<file path="src/rtl/core_pkg.sv">
`default_nettype none
// ============================================================================
// Module      : core_pkg
// Description : Values and types shared by the fetch stage and its skid
//               buffer: reset PC, sequential PC step, bubble instruction
//               word, buffer depth and the {pc, instr} buffer entry type.
// Revision    : 1.0 - initial release
// ============================================================================
package core_pkg;

    localparam logic [31:0] RESET_PC  = 32'h0000_0000;
    localparam logic [31:0] PC_STEP   = 32'd4;
    localparam logic [31:0] NOP_INSTR = 32'h0000_0013;  // addi x0,x0,0
    localparam int          BUF_DEPTH = 2;

    // One fetched instruction together with the address it came from.
    typedef struct packed {
        logic [31:0] pc;
        logic [31:0] instr;
    } fetch_entry_t;

endpackage : core_pkg
`default_nettype wire

</file>
<file path="src/rtl/fetch_skid_buffer.sv">
`default_nettype none
// ============================================================================
// Module      : fetch_skid_buffer
// Description : Two-entry FIFO of fetch_entry_t. Slot 0 is always the head.
//               Push and pop in the same cycle are supported at count 1 and
//               count 2; clear empties the FIFO and wins over push/pop.
// Ports       : clk        - core clock, rising edge
//               rst        - asynchronous, active-low reset
//               push       - write push_entry at the tail
//               pop        - discard the head entry
//               clear      - drop every entry
//               push_entry - entry written on push
//               head       - oldest entry (meaningful when count != 0)
//               count      - number of valid entries, 0..2
// Revision    : 1.0 - initial release
// ============================================================================
module fetch_skid_buffer (
    input  logic                   clk,
    input  logic                   rst,
    input  logic                   push,
    input  logic                   pop,
    input  logic                   clear,
    input  core_pkg::fetch_entry_t push_entry,
    output core_pkg::fetch_entry_t head,
    output logic [1:0]             count
);
    import core_pkg::*;

    fetch_entry_t r_slot0;
    fetch_entry_t r_slot1;
    logic [1:0]   r_count;

    always_ff @(posedge clk or negedge rst) begin
        if (!rst) begin
            r_count <= 2'd0;
            r_slot0 <= '0;
            r_slot1 <= '0;
        end else if (clear) begin
            r_count <= 2'd0;
        end else begin
            case ({push, pop})
                2'b10: begin
                    // A push at count 2 is prevented by the fetch credit
                    // check; it is dropped here rather than corrupting slots.
                    if (r_count == 2'd0) begin
                        r_slot0 <= push_entry;
                        r_count <= 2'd1;
                    end else if (r_count == 2'd1) begin
                        r_slot1 <= push_entry;
                        r_count <= 2'd2;
                    end
                end
                2'b01: begin
                    if (r_count != 2'd0) begin
                        r_slot0 <= r_slot1;
                        r_count <= r_count - 2'd1;
                    end
                end
                2'b11: begin
                    // Count is unchanged except from empty, where the pop
                    // has nothing to remove and only the push takes effect.
                    if (r_count == 2'd2) begin
                        r_slot0 <= r_slot1;
                        r_slot1 <= push_entry;
                    end else if (r_count == 2'd1) begin
                        r_slot0 <= push_entry;
                    end else begin
                        r_slot0 <= push_entry;
                        r_count <= 2'd1;
                    end
                end
                default: begin
                end
            endcase
        end
    end

    assign head  = r_slot0;
    assign count = r_count;

endmodule : fetch_skid_buffer
`default_nettype wire

</file>
<file path="src/rtl/fetch_stage.sv">
`default_nettype none
// ============================================================================
// Module      : fetch_stage
// Description : Instruction fetch stage. Owns the PC, issues reads to a
//               synchronous instruction memory (data one cycle after the
//               request), and drives the IF/ID register. Responses that
//               cannot enter IF/ID because of a stall are parked in a
//               two-entry skid buffer; issue is throttled so the buffer
//               plus the in-flight read never exceed its depth. A redirect
//               flushes the buffer and the in-flight read.
// Ports       : clk            - core clock, rising edge
//               rst            - asynchronous, active-low reset
//               stall          - downstream cannot accept; hold IF/ID
//               redirect_valid - taken branch/jump this cycle
//               redirect_pc    - target PC, valid with redirect_valid
//               imem_req       - instruction memory read request
//               imem_addr      - read address (current PC)
//               imem_rdata     - read data, valid the cycle after imem_req
//               IF_ID_valid    - IF/ID holds a real instruction
//               IF_ID_pc       - PC of the IF/ID instruction
//               IF_ID_instr    - IF/ID instruction word
//               fetch_pc       - current PC register (trace)
// Revision    : 1.0 - initial release
// ============================================================================
module fetch_stage #(
    parameter logic [31:0] RESET_PC  = core_pkg::RESET_PC,
    parameter logic [31:0] PC_STEP   = core_pkg::PC_STEP,
    parameter logic [31:0] NOP_INSTR = core_pkg::NOP_INSTR,
    parameter int          BUF_DEPTH = core_pkg::BUF_DEPTH
) (
    input  logic        clk,
    input  logic        rst,
    input  logic        stall,
    input  logic        redirect_valid,
    input  logic [31:0] redirect_pc,
    output logic        imem_req,
    output logic [31:0] imem_addr,
    input  logic [31:0] imem_rdata,
    output logic        IF_ID_valid,
    output logic [31:0] IF_ID_pc,
    output logic [31:0] IF_ID_instr,
    output logic [31:0] fetch_pc
);
    import core_pkg::*;

    // Only a depth of two is supported by the skid buffer.
    localparam logic [1:0] c_depth = 2'(BUF_DEPTH);

    logic [31:0]  r_pc;
    logic         r_inflight;
    logic [31:0]  r_inflight_pc;
    logic         r_if_valid;
    logic [31:0]  r_if_pc;
    logic [31:0]  r_if_instr;

    logic [1:0]   w_count;
    logic [1:0]   w_occupancy;
    logic         w_issue;
    logic         w_resp;
    logic         w_bypass;
    logic         w_push;
    logic         w_pop;
    fetch_entry_t w_head;
    fetch_entry_t w_resp_entry;

    // Credit: every outstanding read must have a guaranteed buffer slot,
    // so buffered entries plus the in-flight read stay within the depth.
    // Max occupancy is 2 + 1 = 3, which still fits in two bits.
    assign w_occupancy = w_count + {1'b0, r_inflight};
    assign w_issue     = rst && !redirect_valid && (w_occupancy < c_depth);

    // A response arriving during a redirect belongs to the flushed path.
    assign w_resp       = r_inflight && !redirect_valid;
    assign w_resp_entry = '{pc: r_inflight_pc, instr: imem_rdata};

    // The response may skip the buffer only when nothing older is waiting
    // and IF/ID is free to take it this cycle.
    assign w_bypass = w_resp && !stall && (w_count == 2'd0);
    assign w_push   = w_resp && !w_bypass;
    assign w_pop    = !redirect_valid && !stall && (w_count != 2'd0);

    fetch_skid_buffer u_skid (
        .clk        (clk),
        .rst        (rst),
        .push       (w_push),
        .pop        (w_pop),
        .clear      (redirect_valid),
        .push_entry (w_resp_entry),
        .head       (w_head),
        .count      (w_count)
    );

    // PC and in-flight tracking
    always_ff @(posedge clk or negedge rst) begin
        if (!rst) begin
            r_pc          <= RESET_PC;
            r_inflight    <= 1'b0;
            r_inflight_pc <= RESET_PC;
        end else begin
            if (redirect_valid) begin
                r_pc <= redirect_pc;
            end else if (w_issue) begin
                r_pc <= r_pc + PC_STEP;
            end
            r_inflight <= w_issue;
            if (w_issue) begin
                r_inflight_pc <= r_pc;
            end
        end
    end

    // IF/ID register: redirect beats stall; the buffer head is older than
    // any response landing this cycle, so it is served first.
    always_ff @(posedge clk or negedge rst) begin
        if (!rst) begin
            r_if_valid <= 1'b0;
            r_if_pc    <= 32'h0000_0000;
            r_if_instr <= NOP_INSTR;
        end else if (redirect_valid) begin
            r_if_valid <= 1'b0;
            r_if_instr <= NOP_INSTR;
        end else if (!stall) begin
            if (w_count != 2'd0) begin
                r_if_valid <= 1'b1;
                r_if_pc    <= w_head.pc;
                r_if_instr <= w_head.instr;
            end else if (w_bypass) begin
                r_if_valid <= 1'b1;
                r_if_pc    <= r_inflight_pc;
                r_if_instr <= imem_rdata;
            end else begin
                r_if_valid <= 1'b0;
                r_if_instr <= NOP_INSTR;
            end
        end
    end

    assign imem_req    = w_issue;
    assign imem_addr   = r_pc;
    assign fetch_pc    = r_pc;
    assign IF_ID_valid = r_if_valid;
    assign IF_ID_pc    = r_if_pc;
    assign IF_ID_instr = r_if_instr;

endmodule : fetch_stage
`default_nettype wire

</file>
<file path="config.mk">
export PLATFORM = sky130hd
export DESIGN_NAME = fetch_stage
export DESIGN_NICKNAME = d
export VERILOG_FILES = /design/src/rtl/core_pkg.sv /design/src/rtl/fetch_skid_buffer.sv /design/src/rtl/fetch_stage.sv
export SDC_FILE = /design/constraint.sdc
export NUM_CORES = 1
export LEC_CHECK = 0
export CORE_ASPECT_RATIO = 1.2
export CORE_MARGIN = 2
export CORE_UTILIZATION = 53
export DETAILED_ROUTE_END_ITERATION = 6
export PLACE_DENSITY = 0.88
export SKIP_LAST_GASP = 1
export SYNTH_ARGS = -nofsm -noshare
export SYNTH_HDL_FRONTEND = slang
export SYNTH_SLANG_ARGS = --single-unit
</file>
<file path="constraint.sdc">
create_clock -name clk -period 2.3 [get_ports clk]
set_input_delay 0.46 -clock clk [delete_from_list [all_inputs] [get_ports clk]]
set_output_delay 0.46 -clock clk [all_outputs]
set_load 0.01 [all_outputs]
</file>
Yosys cells after proc, flatten, opt, wreduce, memory -nomap -nowiden
Index checks and enable logic that the tools add are counted.
W data, S select, Z words.
{"block": "totals", "register_bits": 260, "input_bits": 68}
{"block": "op_classes", "n_mux": 27, "n_lt_le_gt_ge": 1, "n_addsub": 3, "eq_ne": 15, "bitwise_logic": 2, "reduce_logical": 22}
{"operator": "$mux W64", "count": 6}
{"operator": "$mux W32", "count": 8}
{"operator": "$pmux W64 S3", "count": 1}
{"operator": "$pmux W64 S2", "count": 1}
{"operator": "$add A32 B3 Y32 const B", "count": 1}
{"operator": "$mux W2", "count": 6}
{"operator": "$reduce_and A5 Y1", "count": 2}
{"operator": "$ne A3 B3 Y1 const B", "count": 3}
{"operator": "$logic_and A1 B1 Y1", "count": 8}
{"operator": "$reduce_bool A2 Y1", "count": 4}
{"operator": "$eq A2 B2 Y1 const B", "count": 3}
{"operator": "$ne A2 B1 Y1 const B", "count": 3}
{"operator": "$ne A2 B2 Y1 const B", "count": 3}
{"operator": "$pmux W2 S3", "count": 1}
{"operator": "$eq A2 B1 Y1 const B", "count": 2}
{"operator": "$mux W1", "count": 4}
{"operator": "$ne A4 B3 Y1 const B", "count": 1}
{"operator": "$reduce_and A4 Y1", "count": 1}
{"operator": "$reduce_bool A4 Y1", "count": 1}
{"operator": "$logic_not A1 Y1", "count": 3}
{"operator": "$reduce_and A3 Y1", "count": 1}
{"operator": "$reduce_bool A3 Y1", "count": 1}
{"operator": "$add A2 B1 Y2", "count": 1}
{"operator": "$logic_not A2 Y1", "count": 1}
{"operator": "3 further kinds", "count": 4}

Longest topological paths before layout
{"block": "depth", "depth_word": 9, "ltp_mapped": 9}

Hierarchy
From an unflattened synthesis, not the netlist that was laid out.
{"block": "unflattened", "hier_cells": 1027, "hier_area_um2": 11826.3}
{"mod": "fetch_stage", "cells_each": 584, "area_each_um2": 6258.5, "instances": 1}
{"mod": "fetch_skid_buffer", "cells_each": 443, "area_each_um2": 5567.8, "instances": 1}

Least setup slack after synthesis
Ideal clock, no wire load.
{"block": "synth_timing", "path_type": "reg-to-output", "from": "register u_skid.r_count[0], in the netlist u_skid.count[0]", "to": "output imem_req", "slack_ns": 0.207, "path_stages_with_launch": 6, "path_buffers": 1, "arrival_ns": 1.633, "required_ns": 1.840, "cell_sequence": "dfrtp_1 -> a21boi_0 -> nor3b_2 -> nand2_1 -> buf_2 -> inv_1"}
{"block": "synth_between", "elab_chain_len": 3}
{"item": "start: declaration", "line": "fetch_skid_buffer.sv:31", "text": "logic [1:0] r_count;"}
{"item": "start signal: assignment", "line": "fetch_skid_buffer.sv:56", "text": "r_count <= r_count - 2'd1;"}
{"item": "$add A2 B1 Y2", "line": "fetch_stage.sv:69", "text": "assign w_occupancy = w_count + {1'b0, r_inflight};"}
{"item": "$lt A2 B2 Y1", "line": "fetch_stage.sv:70", "text": "assign w_issue = rst && !redirect_valid && (w_occupancy < c_depth);"}
{"item": "$logic_and A1 B1 Y1", "line": "fetch_stage.sv:70"}
{"item": "end: declaration", "line": "fetch_stage.sv:36", "text": "output logic imem_req,"}
No other way between the ends.

Final worst setup path
{"block": "layout_timing", "from": "register u_skid.r_count[1], in the netlist u_skid.count[1]", "to": "output imem_req"}
Same word-level chain as after synthesis.

==> results.md <==
- Status: finished, final reports clean
- Die X-Extent: 139 um
- Cell area after synthesis: roughly 12000 um2
- Worst Setup Start Kind: register
- Number of distinct library cells after synthesis: 44
- Final hold violations: 0
- H-tree depth: 1
- Worst hold path class: in2reg
- Worst-skew pair later-pin latency: 0.52 ns
- Setup TNS: 0 ns
- Delay-heaviest family, CP: compound AO/OA/AOI/OAI gates
- First-pass GRT wire length: 43.6 mm
- Pre-antenna DRT Iters: 7
- Grt ovf: 0
- Syn_area_per_cell: ~12 um2
- Maximum capacitance violations: 0
- Initial DRC count: 652
- RSZ-0062 raised after global routing: no
- Drt wl/cell: 17.9 um
- Pin count of the biggest net entering global routing: 135
- Met3 Usage GRT: 0.0289
- Mapped Cells: about 1000
- Hold_ws: 0.395 ns
- Worst-Margin Slew: 0.871 ns
- GRT met1 Usage: 0.295
- Die Area: 23000 um2
- Period utilization: 0.972
- Syn nets: 1074
- Final setup fails: 0
- Pleak: 0.00658 uW
- Post-synthesis register bit count: 260
- Cell Rows: 59
- Final core utilization: 0.685
- Slew Viols, Final: 0
- Bufs and invs on worst path: 2
- Final Net Count: ~1200
- Cell Chain, Critical Path: a21boi_1, nor3b_4, nand2_1, inv_1, buf_2
- DPL Wire Length: 17.6 mm
- Clock root buffer: clkbuf_16
- Starting Density: 0.535
- Most common cell after layout, fill and taps aside: dfrtp_1
- GRT met2 Usage: 0.401
- Vias in the first global route: 8516
- Crit Path Class: reg2out
- Total CTS buffers: 26
- Critical Path Max Stage Delay: 0.44 ns
- Drt via density: approximately 5.6
- Final Skew: 0.0184 ns
- Io pins: between 150 and 200
- Clock transition at path regs: 0.06 ns
- Post-synthesis sequential area ratio: 0.564
- Initial antenna violation count: 0
- Max clock buf depth: 3
- GPL Wtd Cong: 0.829
- Worst VDD drop: 0.000635 V
- Chip height: between 150 and 200 um
- Clock sinks: 260
- Layout area overhead: 28.1%
- Share of layout cells above drive strength 1: 0.167
- Synthesis Warnings: 0
- GRT Util Overall: 0.230
- CTS tree: built
- CP Capture Type: output pin
- Layer carrying the most global-route usage: met2
- Port Buffers: roughly 200
- Most frequent cells in the layout: 257 x dfrtp_1, 194 x clkdlybuf4s50_1, 99 x mux2i_1, 98 x mux2_2, 76 x nor2_1
- Core box area: 21600 um2
- Critical path arrival: 1.78 ns
- Rel. slew slack: 0.419
- Routed wire length: roughly 26 mm
- Fmax: ~0.45 GHz
- Highest-delay cell along the critical path: a21boi_1
- Via count: 8296
- Crit Path Max Fanout: 3
- # DRC: 0
- Post-route ant nets: 0
- Crit path required time: 1.84 ns
- Diodes inserted: 0
- Min cycle time layout: 2.24 ns
- Power Density: 1150 nW/um2
-- cell families (layout without fill, tap and decap cells) --
family                     Yosys count  after routing  synth area share
DFF                                260            260             0.564
xor gates and xnor gates            21             21            0.0159
adders and majority gates            4              4           0.00434
muxes                              197            197             0.182
AOI/OAI and AO/OA                  180            180            0.0934
buffers and inverters              132            325            0.0547
and+or+nand+nor                    208            208            0.0857
-- routing by layer --
metal  part of all wire  vias to the layer above
met4              0.038                        0
li1                   -                     3866
met1               0.41                     4123
met3              0.050                       57
met2               0.51                      250
met5                  0                        -
-- stage by stage --
step / setup slack, ns / std cells / power, uW / cell area (um2)
detailed placement: 0.00977 / 1418 / 12700 / 13800
global placement: 0.0919 / 1418 / 12300 / 13800
finish: 0.0644 / 1469 / 17000 / 14800
CTS: 0.0903 / 1469 / 17200 / 14800
global route: 0.00497 / 1469 / 18000 / 14800
floorplan: 0.207 / 1002 / 10400 / 11500
-- tightest hold or removal path, delay by kind of cell --
kind          cells  cell delay, ns
simple gates      1            0.06
buf+inv           3            0.35
-- cell usage after synthesis, drive strengths merged --
cell type | instances | area [um2]
a21boi | 1 | 7.51
a21oi | 70 | 350
a222oi | 29 | 290
a31oi | 6 | 37.5
and2 | 3 | 18.8
and3 | 4 | 25.0
and3b | 1 | 12.5
and4 | 2 | 17.5
buf | 53 | 334
clkbuf | 40 | 150
clkinv | 1 | 3.75
dfrtp | 257 | 6430
dfstp | 3 | 78.8
ha | 4 | 50.1
inv | 38 | 143
mux2 | 98 | 1100
mux2i | 99 | 991
nand2 | 69 | 259
nand2b | 1 | 6.26
nand3 | 17 | 97.6
nand4 | 13 | 96.3
nor2 | 76 | 285
nor2b | 1 | 6.26
nor3 | 7 | 51.3
nor3b | 1 | 12.5
nor4 | 3 | 33.8
o211ai | 2 | 15.0
o21a | 2 | 15.0
o21ai | 65 | 325
o22ai | 2 | 12.5
o31a | 1 | 8.76
o31ai | 2 | 15.0
or2 | 1 | 6.26
or3 | 6 | 37.5
or4 | 3 | 22.5
xnor2 | 7 | 61.3
xor2 | 14 | 123
-- flip-flops by register name, summed over array words and instances (netlist names) --
| signal | cells |
|---|---|
| u_skid.head | 64 |
| IF_ID_instr | 32 |
| r_inflight_pc | 32 |
| u_skid.count | 2 |
| fetch_pc | 32 |
| u_skid.r_slot1 | 64 |
| IF_ID_valid | 1 |
| IF_ID_pc | 32 |
| r_inflight | 1 |
-- where the power goes --
part	internal, uW	switching (uW)
Combinational	2760	2350
Sequential	6320	1180
Clock	2680	1720
Total	11800	5250
-- path summary, 6_finish.rpt --
path	startpoint	to	slack (ns)	cells after the start
setup / recovery	u_skid.count[1]	imem_req	0.06	5
hold / removal	redirect_valid	r_inflight	0.40	4
setup reg to reg	u_skid.count[0]	u_skid.head[40]	0.18	9
hold reg to reg	IF_ID_instr[4]	IF_ID_instr[4]	0.47	2
max in group asynchronous	rst	u_skid.r_slot1[61]	0.48	4
min in group asynchronous	rst	fetch_pc[9]	0.54	3
-- layout make-up --
| class | instances | area [um2] |
|---|---|---|
| clock buffer | 40 | 785 |
| clock inverter | 7 | 116 |
| fill | 1557 | 6780 |
| inverter | 39 | 146 |
| multi-input combinational | 610 | 4450 |
| sequential | 260 | 6510 |
| tap | 274 | 343 |
| timing repair buffer | 239 | 2420 |
-- repair_timing --
item | in CTS | in global routing
endpoints found under the setup margin | 1 | 1
gates resized for setup | 6 | 0
pin swaps | 1 | 1
setup buffers | 3 | 0
hold buffers | 1 | 0
hold endpoints to repair | 22 | 0
Note: power is estimated with default switching activity, not from simulation.
